### src/rtl/branch_resolve_unit_if.sv
// Request/result bundle of the branch resolution unit: operands and prediction in, resolved control transfer out.
// The statistics counters are present only when BRANCH_RESOLVE_STATS_EN is defined.
`timescale 1ns/1ps
interface branch_resolve_unit_if #(
  parameter int DWIDTH = 32,
  parameter int AWIDTH = 32
`ifdef BRANCH_RESOLVE_STATS_EN
  , parameter int CNT_WIDTH = 16
`endif
);
  logic              in_valid_i;
  logic              in_ready_o;
  logic [6:0]        opcode_i;
  logic [2:0]        funct3_i;
  logic [AWIDTH-1:0] pc_i;
  logic [DWIDTH-1:0] imm_i;
  logic [DWIDTH-1:0] rs1_i;
  logic [DWIDTH-1:0] rs2_i;
  logic              pred_taken_i;
  logic              out_valid_o;
  logic              out_ready_i;
  logic              breq_o;
  logic              brlt_o;
  logic              brltu_o;
  logic              taken_o;
  logic [AWIDTH-1:0] target_o;
  logic [AWIDTH-1:0] redirect_pc_o;
  logic              mispredict_o;
`ifdef BRANCH_RESOLVE_STATS_EN
  logic [CNT_WIDTH-1:0] branch_cnt_o;
  logic [CNT_WIDTH-1:0] mispredict_cnt_o;
`endif

  // Requester side: issues requests and consumes results.
  modport master (
    output in_valid_i, opcode_i, funct3_i, pc_i, imm_i, rs1_i, rs2_i, pred_taken_i, out_ready_i,
    input  in_ready_o, out_valid_o, breq_o, brlt_o, brltu_o, taken_o, target_o, redirect_pc_o,
`ifdef BRANCH_RESOLVE_STATS_EN
           branch_cnt_o, mispredict_cnt_o,
`endif
           mispredict_o
  );

  modport slave (
    input  in_valid_i, opcode_i, funct3_i, pc_i, imm_i, rs1_i, rs2_i, pred_taken_i, out_ready_i,
    output in_ready_o, out_valid_o, breq_o, brlt_o, brltu_o, taken_o, target_o, redirect_pc_o,
`ifdef BRANCH_RESOLVE_STATS_EN
           branch_cnt_o, mispredict_cnt_o,
`endif
           mispredict_o
  );
endinterface

### src/rtl/branch_resolve_unit.sv
// RV32I branch/jump resolution with one registered valid/ready output stage and misprediction detection.
// Define BRANCH_RESOLVE_STATS_EN to add saturating branch and mispredict counters.
`timescale 1ns/1ps
module branch_resolve_unit #(
  parameter int DWIDTH = 32,
  parameter int AWIDTH = 32
`ifdef BRANCH_RESOLVE_STATS_EN
  , parameter int CNT_WIDTH = 16
`endif
) (
  input logic                  clk,
  input logic                  reset,
  branch_resolve_unit_if.slave bus
);
  localparam logic [6:0] OP_BRANCH = 7'b1100011;
  localparam logic [6:0] OP_JAL    = 7'b1101111;
  localparam logic [6:0] OP_JALR   = 7'b1100111;

  typedef enum logic [2:0] {
    F3_BEQ  = 3'b000,
    F3_BNE  = 3'b001,
    F3_BLT  = 3'b100,
    F3_BGE  = 3'b101,
    F3_BLTU = 3'b110,
    F3_BGEU = 3'b111
  } funct3_e;

  typedef struct packed {
    logic              breq;
    logic              brlt;
    logic              brltu;
    logic              taken;
    logic [AWIDTH-1:0] target;
    logic [AWIDTH-1:0] redirect;
    logic              mispredict;
  } result_t;

  result_t           result_d, result_q;
  logic              out_valid_q;
  logic              accept;
  logic [DWIDTH-1:0] rs1_imm;
  logic [AWIDTH-1:0] pc_imm;
  logic [AWIDTH-1:0] jalr_target;

  assign bus.in_ready_o = !out_valid_q || bus.out_ready_i;
  assign accept         = bus.in_valid_i && bus.in_ready_o;

  assign rs1_imm     = bus.rs1_i + bus.imm_i;
  assign pc_imm      = bus.pc_i + bus.imm_i[AWIDTH-1:0];
  assign jalr_target = {rs1_imm[AWIDTH-1:1], 1'b0};

  always_comb begin
    // NOTE: every output of this block gets a default first, so no path can infer a latch.
    result_d        = '0;
    result_d.breq   = (bus.rs1_i == bus.rs2_i);
    result_d.brlt   = ($signed(bus.rs1_i) < $signed(bus.rs2_i));
    result_d.brltu  = (bus.rs1_i < bus.rs2_i);
    result_d.target = pc_imm;
    unique case (bus.opcode_i)
      OP_BRANCH: begin
        case (bus.funct3_i)
          F3_BEQ:  result_d.taken = result_d.breq;
          F3_BNE:  result_d.taken = !result_d.breq;
          F3_BLT:  result_d.taken = result_d.brlt;
          F3_BGE:  result_d.taken = !result_d.brlt;
          F3_BLTU: result_d.taken = result_d.brltu;
          F3_BGEU: result_d.taken = !result_d.brltu;
          default: result_d.taken = 1'b0;
        endcase
      end
      OP_JAL:  result_d.taken = 1'b1;
      OP_JALR: begin
        result_d.taken  = 1'b1;
        result_d.target = jalr_target;
      end
      default: result_d.taken = 1'b0;
    endcase
    result_d.redirect   = result_d.taken ? result_d.target : bus.pc_i + AWIDTH'(4);
    result_d.mispredict = result_d.taken ^ bus.pred_taken_i;
  end

  // A consume without a new accept only drops valid; the result fields keep their last values.
  always_ff @(posedge clk or posedge reset) begin
    if (reset) begin
      out_valid_q <= 1'b0;
      result_q    <= '0;
    end else if (accept) begin
      // NOTE: non-blocking assignments keep every register sampling pre-edge values, whatever the statement order.
      out_valid_q <= 1'b1;
      result_q    <= result_d;
    end else if (bus.out_ready_i) begin
      out_valid_q <= 1'b0;
    end
  end

  assign bus.out_valid_o   = out_valid_q;
  assign bus.breq_o        = result_q.breq;
  assign bus.brlt_o        = result_q.brlt;
  assign bus.brltu_o       = result_q.brltu;
  assign bus.taken_o       = result_q.taken;
  assign bus.target_o      = result_q.target;
  assign bus.redirect_pc_o = result_q.redirect;
  assign bus.mispredict_o  = result_q.mispredict;

`ifdef BRANCH_RESOLVE_STATS_EN
  logic                 is_ctrl_q;
  logic                 consume;
  logic [CNT_WIDTH-1:0] branch_cnt_q;
  logic [CNT_WIDTH-1:0] mispredict_cnt_q;

  assign consume = out_valid_q && bus.out_ready_i;

  // Counters advance when a result leaves the stage, not when it is accepted.
  always_ff @(posedge clk or posedge reset) begin
    if (reset) begin
      is_ctrl_q        <= 1'b0;
      branch_cnt_q     <= '0;
      mispredict_cnt_q <= '0;
    end else begin
      if (accept) begin
        is_ctrl_q <= (bus.opcode_i == OP_BRANCH) || (bus.opcode_i == OP_JAL) ||
                     (bus.opcode_i == OP_JALR);
      end
      if (consume && is_ctrl_q && (branch_cnt_q != '1)) begin
        branch_cnt_q <= branch_cnt_q + 1'b1;
      end
      if (consume && result_q.mispredict && (mispredict_cnt_q != '1)) begin
        mispredict_cnt_q <= mispredict_cnt_q + 1'b1;
      end
    end
  end

  assign bus.branch_cnt_o     = branch_cnt_q;
  assign bus.mispredict_cnt_o = mispredict_cnt_q;
`endif
endmodule

### src/flat_wrapper.sv
// flat-port wrapper written by rule: the top's interface ports become plain ports
module branch_resolve_unit_flat 
#(
  parameter int DWIDTH = 32,
  parameter int AWIDTH = 32

)
  (clk, reset, bus_in_valid_i, bus_opcode_i, bus_funct3_i, bus_pc_i, bus_imm_i, bus_rs1_i, bus_rs2_i, bus_pred_taken_i, bus_out_ready_i, bus_in_ready_o, bus_out_valid_o, bus_breq_o, bus_brlt_o, bus_brltu_o, bus_taken_o, bus_target_o, bus_redirect_pc_o, bus_mispredict_o);
  branch_resolve_unit_if #(.DWIDTH(DWIDTH), .AWIDTH(AWIDTH)) bus_i ();
  input logic clk;
  input logic reset;
  input wire logic [$bits(bus_i.in_valid_i)-1:0] bus_in_valid_i;
  input wire logic [$bits(bus_i.opcode_i)-1:0] bus_opcode_i;
  input wire logic [$bits(bus_i.funct3_i)-1:0] bus_funct3_i;
  input wire logic [$bits(bus_i.pc_i)-1:0] bus_pc_i;
  input wire logic [$bits(bus_i.imm_i)-1:0] bus_imm_i;
  input wire logic [$bits(bus_i.rs1_i)-1:0] bus_rs1_i;
  input wire logic [$bits(bus_i.rs2_i)-1:0] bus_rs2_i;
  input wire logic [$bits(bus_i.pred_taken_i)-1:0] bus_pred_taken_i;
  input wire logic [$bits(bus_i.out_ready_i)-1:0] bus_out_ready_i;
  output wire logic [$bits(bus_i.in_ready_o)-1:0] bus_in_ready_o;
  output wire logic [$bits(bus_i.out_valid_o)-1:0] bus_out_valid_o;
  output wire logic [$bits(bus_i.breq_o)-1:0] bus_breq_o;
  output wire logic [$bits(bus_i.brlt_o)-1:0] bus_brlt_o;
  output wire logic [$bits(bus_i.brltu_o)-1:0] bus_brltu_o;
  output wire logic [$bits(bus_i.taken_o)-1:0] bus_taken_o;
  output wire logic [$bits(bus_i.target_o)-1:0] bus_target_o;
  output wire logic [$bits(bus_i.redirect_pc_o)-1:0] bus_redirect_pc_o;
  output wire logic [$bits(bus_i.mispredict_o)-1:0] bus_mispredict_o;
  assign bus_i.in_valid_i = bus_in_valid_i;
  assign bus_i.opcode_i = bus_opcode_i;
  assign bus_i.funct3_i = bus_funct3_i;
  assign bus_i.pc_i = bus_pc_i;
  assign bus_i.imm_i = bus_imm_i;
  assign bus_i.rs1_i = bus_rs1_i;
  assign bus_i.rs2_i = bus_rs2_i;
  assign bus_i.pred_taken_i = bus_pred_taken_i;
  assign bus_i.out_ready_i = bus_out_ready_i;
  assign bus_in_ready_o = bus_i.in_ready_o;
  assign bus_out_valid_o = bus_i.out_valid_o;
  assign bus_breq_o = bus_i.breq_o;
  assign bus_brlt_o = bus_i.brlt_o;
  assign bus_brltu_o = bus_i.brltu_o;
  assign bus_taken_o = bus_i.taken_o;
  assign bus_target_o = bus_i.target_o;
  assign bus_redirect_pc_o = bus_i.redirect_pc_o;
  assign bus_mispredict_o = bus_i.mispredict_o;
  branch_resolve_unit #(.DWIDTH(DWIDTH), .AWIDTH(AWIDTH)) u_core (.clk(clk), .reset(reset), .bus(bus_i));
endmodule
### config.mk
export PLATFORM = sky130hd
export DESIGN_NAME = branch_resolve_unit_flat
export DESIGN_NICKNAME = d
export VERILOG_FILES = /design/src/rtl/branch_resolve_unit_if.sv /design/src/rtl/branch_resolve_unit.sv /design/src/flat_wrapper.sv
export SDC_FILE = /design/constraint.sdc
export NUM_CORES = 1
export LEC_CHECK = 0
export CORE_MARGIN = 2
export CORE_UTILIZATION = 30
export DETAILED_ROUTE_END_ITERATION = 6
export PLACE_DENSITY = 0.53
export SYNTH_ARGS = -nofsm -noshare
export SYNTH_HDL_FRONTEND = slang
export SYNTH_SLANG_ARGS = --single-unit
### constraint.sdc
create_clock -name clk -period 2 [get_ports clk]
set_input_delay 0.4 -clock clk [delete_from_list [all_inputs] [get_ports clk]]
set_output_delay 0.4 -clock clk [all_outputs]
set_load 0.03 [all_outputs]
==> summary.md <==
| Metric | Value |
|---|---|
| Pin count of the biggest net entering global routing | 71 |
| Clock transition at path regs | 0.06 ns |
| Area of the die | 26,700 µm² |
| Max Slew Vio Count | 0 |
| Insertion delay to the later sink of the worst-skew pair | 0.33 ns |
| Hold Vio Cnt, Final | 0 |
| Synth warn | 0 |
| Cell Rows | 58 |
| Top cells by area, synth | dfrtp_1, ha_1, nand2_1 |
| CTS sink count | 70 |
| Relative slew slack | 73.0% |
| Initial antenna violation count | 0 |
| Seq/Total Area, Yosys | 23.0% |
| DRC viols | 0 |
| Global-route wire length before repair | 49,800 µm |
| Fmax | 339 MHz |
| GR Overflow Total | 0 |
| Pwr dens | 547 nW/µm² |
| Setup_tns | -38.66 ns |
| #FFs+latches synth | 70 |
| Overall routing resource usage | 23.8% |
| Clock buffer depth | 2 |
| DRT antenna net count | 0 |
| Required time of the worst setup path | 2.21 ns |
| TritonCTS Buffers | 9 |
| Run status | complete, but fails checks |
| Endpoints failing setup | 59 |
| Post-DP Area | 12,800 µm² |
| Placer Congestion | 0.865 |
| WL/cell | 17.6 µm |
| Starting density of the core | 30.5% |
| Syn Area/Cell | 7.96 µm² |
| Yosys top cell area share | 23.0% |
| Crit path time final | 2.95 ns |
| Hold Path Class | in2reg |
| Cell variety after synth | 64 |
| H-tree levels | 3 |
| Via Count | 9,346 |
| Diode count | 0 |
| Detailed Routing Iterations Pass 1 | 5 |
| CP max FO | 5 |
| I/O pin count | 214 |
| Fraction of layout cells with a size suffix above 1 | 52.2% |
| Mapped cell area | 7620 µm² |
| Worst Setup Path Type | in2reg |
| Main flop type after synthesis | dfrtp_1 |
| Die X | 163 µm |
| Nets | 1,768 |
| Crit path DAT | 3.17 ns |
| Area growth, synth to finish | 105% |
| Share of synthesized registers carrying an async set or reset | 100% |
| Fin area | 15,600 µm² |
| Most common cell after layout, fill and taps aside | buf_4 |
| Period utilization | 148% |
| Mapped Cells | 958 |
| Pleak | 6.99 nW |
| CTS tree | done |
| Core ar. | 25,000 µm² |
| Kind of end point of the critical path | flip-flop |
| Unrepaired setup endpoints after global routing | yes |
| Root Buffer | clkbuf_16 |
| Final worst setup slack | -0.952 ns |
| Worst Skew | 0.00664 ns |
| Starting DRT DRC Count | 420 |
| EDFF count, synth | 0 |
| Die Height | 163 µm |
| Most frequent cells in the layout | buf_4, nand2_1, clkdlybuf4s50_1 |
| Max-Cap Viols | 0 |
| Startpoint Class | primary input |
| Largest area contributor in the netlist | dfrtp_1 |
| Post-DP HPWL | 24,700 µm |
| Failing checks | setup timing |
| Final wirelength | 32,800 µm |
| Vias in the first global route | 9,422 |
| Number of I/O port buffers | 213 |
| Worst Tran Pin Value | 0.404 ns |
| Peak supply drop | 0.000491 V |
| Synthesized Nets | 1,197 |
| Post-DR vias/cell | 5.01 |
synth_stat cells, drive strengths merged, types with 3 or more instances:
library cell and instances:
a211oi 12, a31oi 15, a21o 42, and4 8, dfrtp 70, or3 6, a211o 5, o22ai 5
and2 8, nand2b 12, and3 9, o21bai 5, nor2 64, clkbuf 22, o211ai 9, nor3 14
o21a 15, nor2b 11, nand3 29, a21oi 66, or2 4, o21ai 88, o221ai 4, ha 94
mux2 13, o31ai 3, a2111oi 3, xor2 31, inv 48, nand4 18, nand2 129, or4 3
mux2i 22, xnor2 43, buf 4
where the power goes:
group | total (mW) | internal (mW) | leakage, nW | switching [mW]
clock | 1.87 | 1.25 | 0.172 | 0.621
sequential | 1.86 | 1.67 | 0.851 | 0.197
combinational | 4.80 | 2.39 | 5.97 | 2.41
total | 8.54 | 5.31 | 6.99 | 3.23
layout make-up:
class | count | area, µm²
Clock buffer | 10 | 239
Clock inverter | 6 | 109
Fill cell | 2170 | 9430
Inverter | 48 | 204
Multi-Input combinational cell | 814 | 7820
Sequential cell | 70 | 1750
Tap cell | 330 | 413
Timing Repair Buffer | 586 | 5070
sequential cells by signal, indices dropped and copies added (netlist names):
name,cells
u_core.bus.taken_o,1
u_core.bus.brlt_o,1
u_core.bus.brltu_o,1
u_core.bus.redirect_pc_o,32
u_core.bus.mispredict_o,1
u_core.bus.breq_o,1
u_core.bus.target_o,32
u_core.bus.out_valid_o,1
critical path, stage by stage:
cell and delay (ns):
buf_8 0.09, buf_6 0.10, ha_4 0.24, nand4_1 0.17, nor4_2 0.31, buf_4 0.18
nand3_4 0.10, xor2_1 0.15, nor2_1 0.10, nor2_1 0.05, o31a_1 0.27, or2_4 0.31
buf_12 0.14, buf_16 0.13, buf_6 0.11, a211oi_2 0.20, o21ai_1 0.09
worst paths after layout:
kind                                                           from                                       end  slack (ns)  cells past startpoint
max in group asynchronous                                     reset   u_core.bus.redirect_pc_o[6]$_DFFE_PP0P_        1.15                      3
min in group asynchronous                                     reset       u_core.bus.mispredict_o$_DFFE_PP0P_        0.51                      3
worst min-delay path                                    bus_pc_i[0]   u_core.bus.redirect_pc_o[0]$_DFFE_PP0P_        0.44                      4
worst min register to register  u_core.bus.target_o[27]$_DFFE_PP0P_       u_core.bus.target_o[27]$_DFFE_PP0P_        0.47                      2
worst max-delay path                                   bus_rs1_i[8]  u_core.bus.redirect_pc_o[10]$_DFFE_PP0P_       -0.95                     17
worst max register to register   u_core.bus.out_valid_o$_DFFE_PP0P_  u_core.bus.redirect_pc_o[31]$_DFFE_PP0P_        0.44                      6
layer usage:
metal | share of wire, % | track usage, % | vias up
li1 | - | - | 4620
met3 | 4.3 | 3.10 | 38
met4 | 2.6 | 6.40 | 0
met1 | 44 | 31.0 | 4445
met2 | 49 | 41.4 | 243
met5 | 0 | 0 | -
kinds of logic (layout without fill, tap and decap cells):
group,count (synthesis),in the layout,synth area share [%]
AOI/OAI and AO/OA,288,288,23.9
xor gates and xnor gates,74,74,8.50
and+or+nand+nor,321,321,20.0
buffers and inverters,74,650,3.91
adders and majority gates,96,96,16.0
DFF,70,70,23.0
muxes,35,35,4.81
per-stage QoR:
step | power [mW] | utilization (%) | setup WS, ns | cells | hold slack [ns]
after global routing | 9.00 | 62.3 | -1.03 | 1864 | 0.446
after floorplan | 3.82 | - | -0.811 | 958 | 0.508
after CTS | 8.24 | 59.7 | -0.862 | 1841 | 0.429
after global placement | 5.81 | 51.0 | -1.77 | 1777 | 0.463
after detailed placement | 5.83 | 51.0 | -1.86 | 1777 | 0.465
final | 8.54 | 62.3 | -0.952 | 1864 | 0.441
timing repair:
| action | CTS | global route |
|---|---|---|
| gates resized for setup | 627 | 185 |
| hold buffers | 0 | 0 |
| setup buffers | 53 | 41 |
| pin swaps | 164 | 147 |
| endpoints found under the setup margin | 68 | 66 |
| cloned | 3 | 0 |
(Power assumes the default switching activity.)
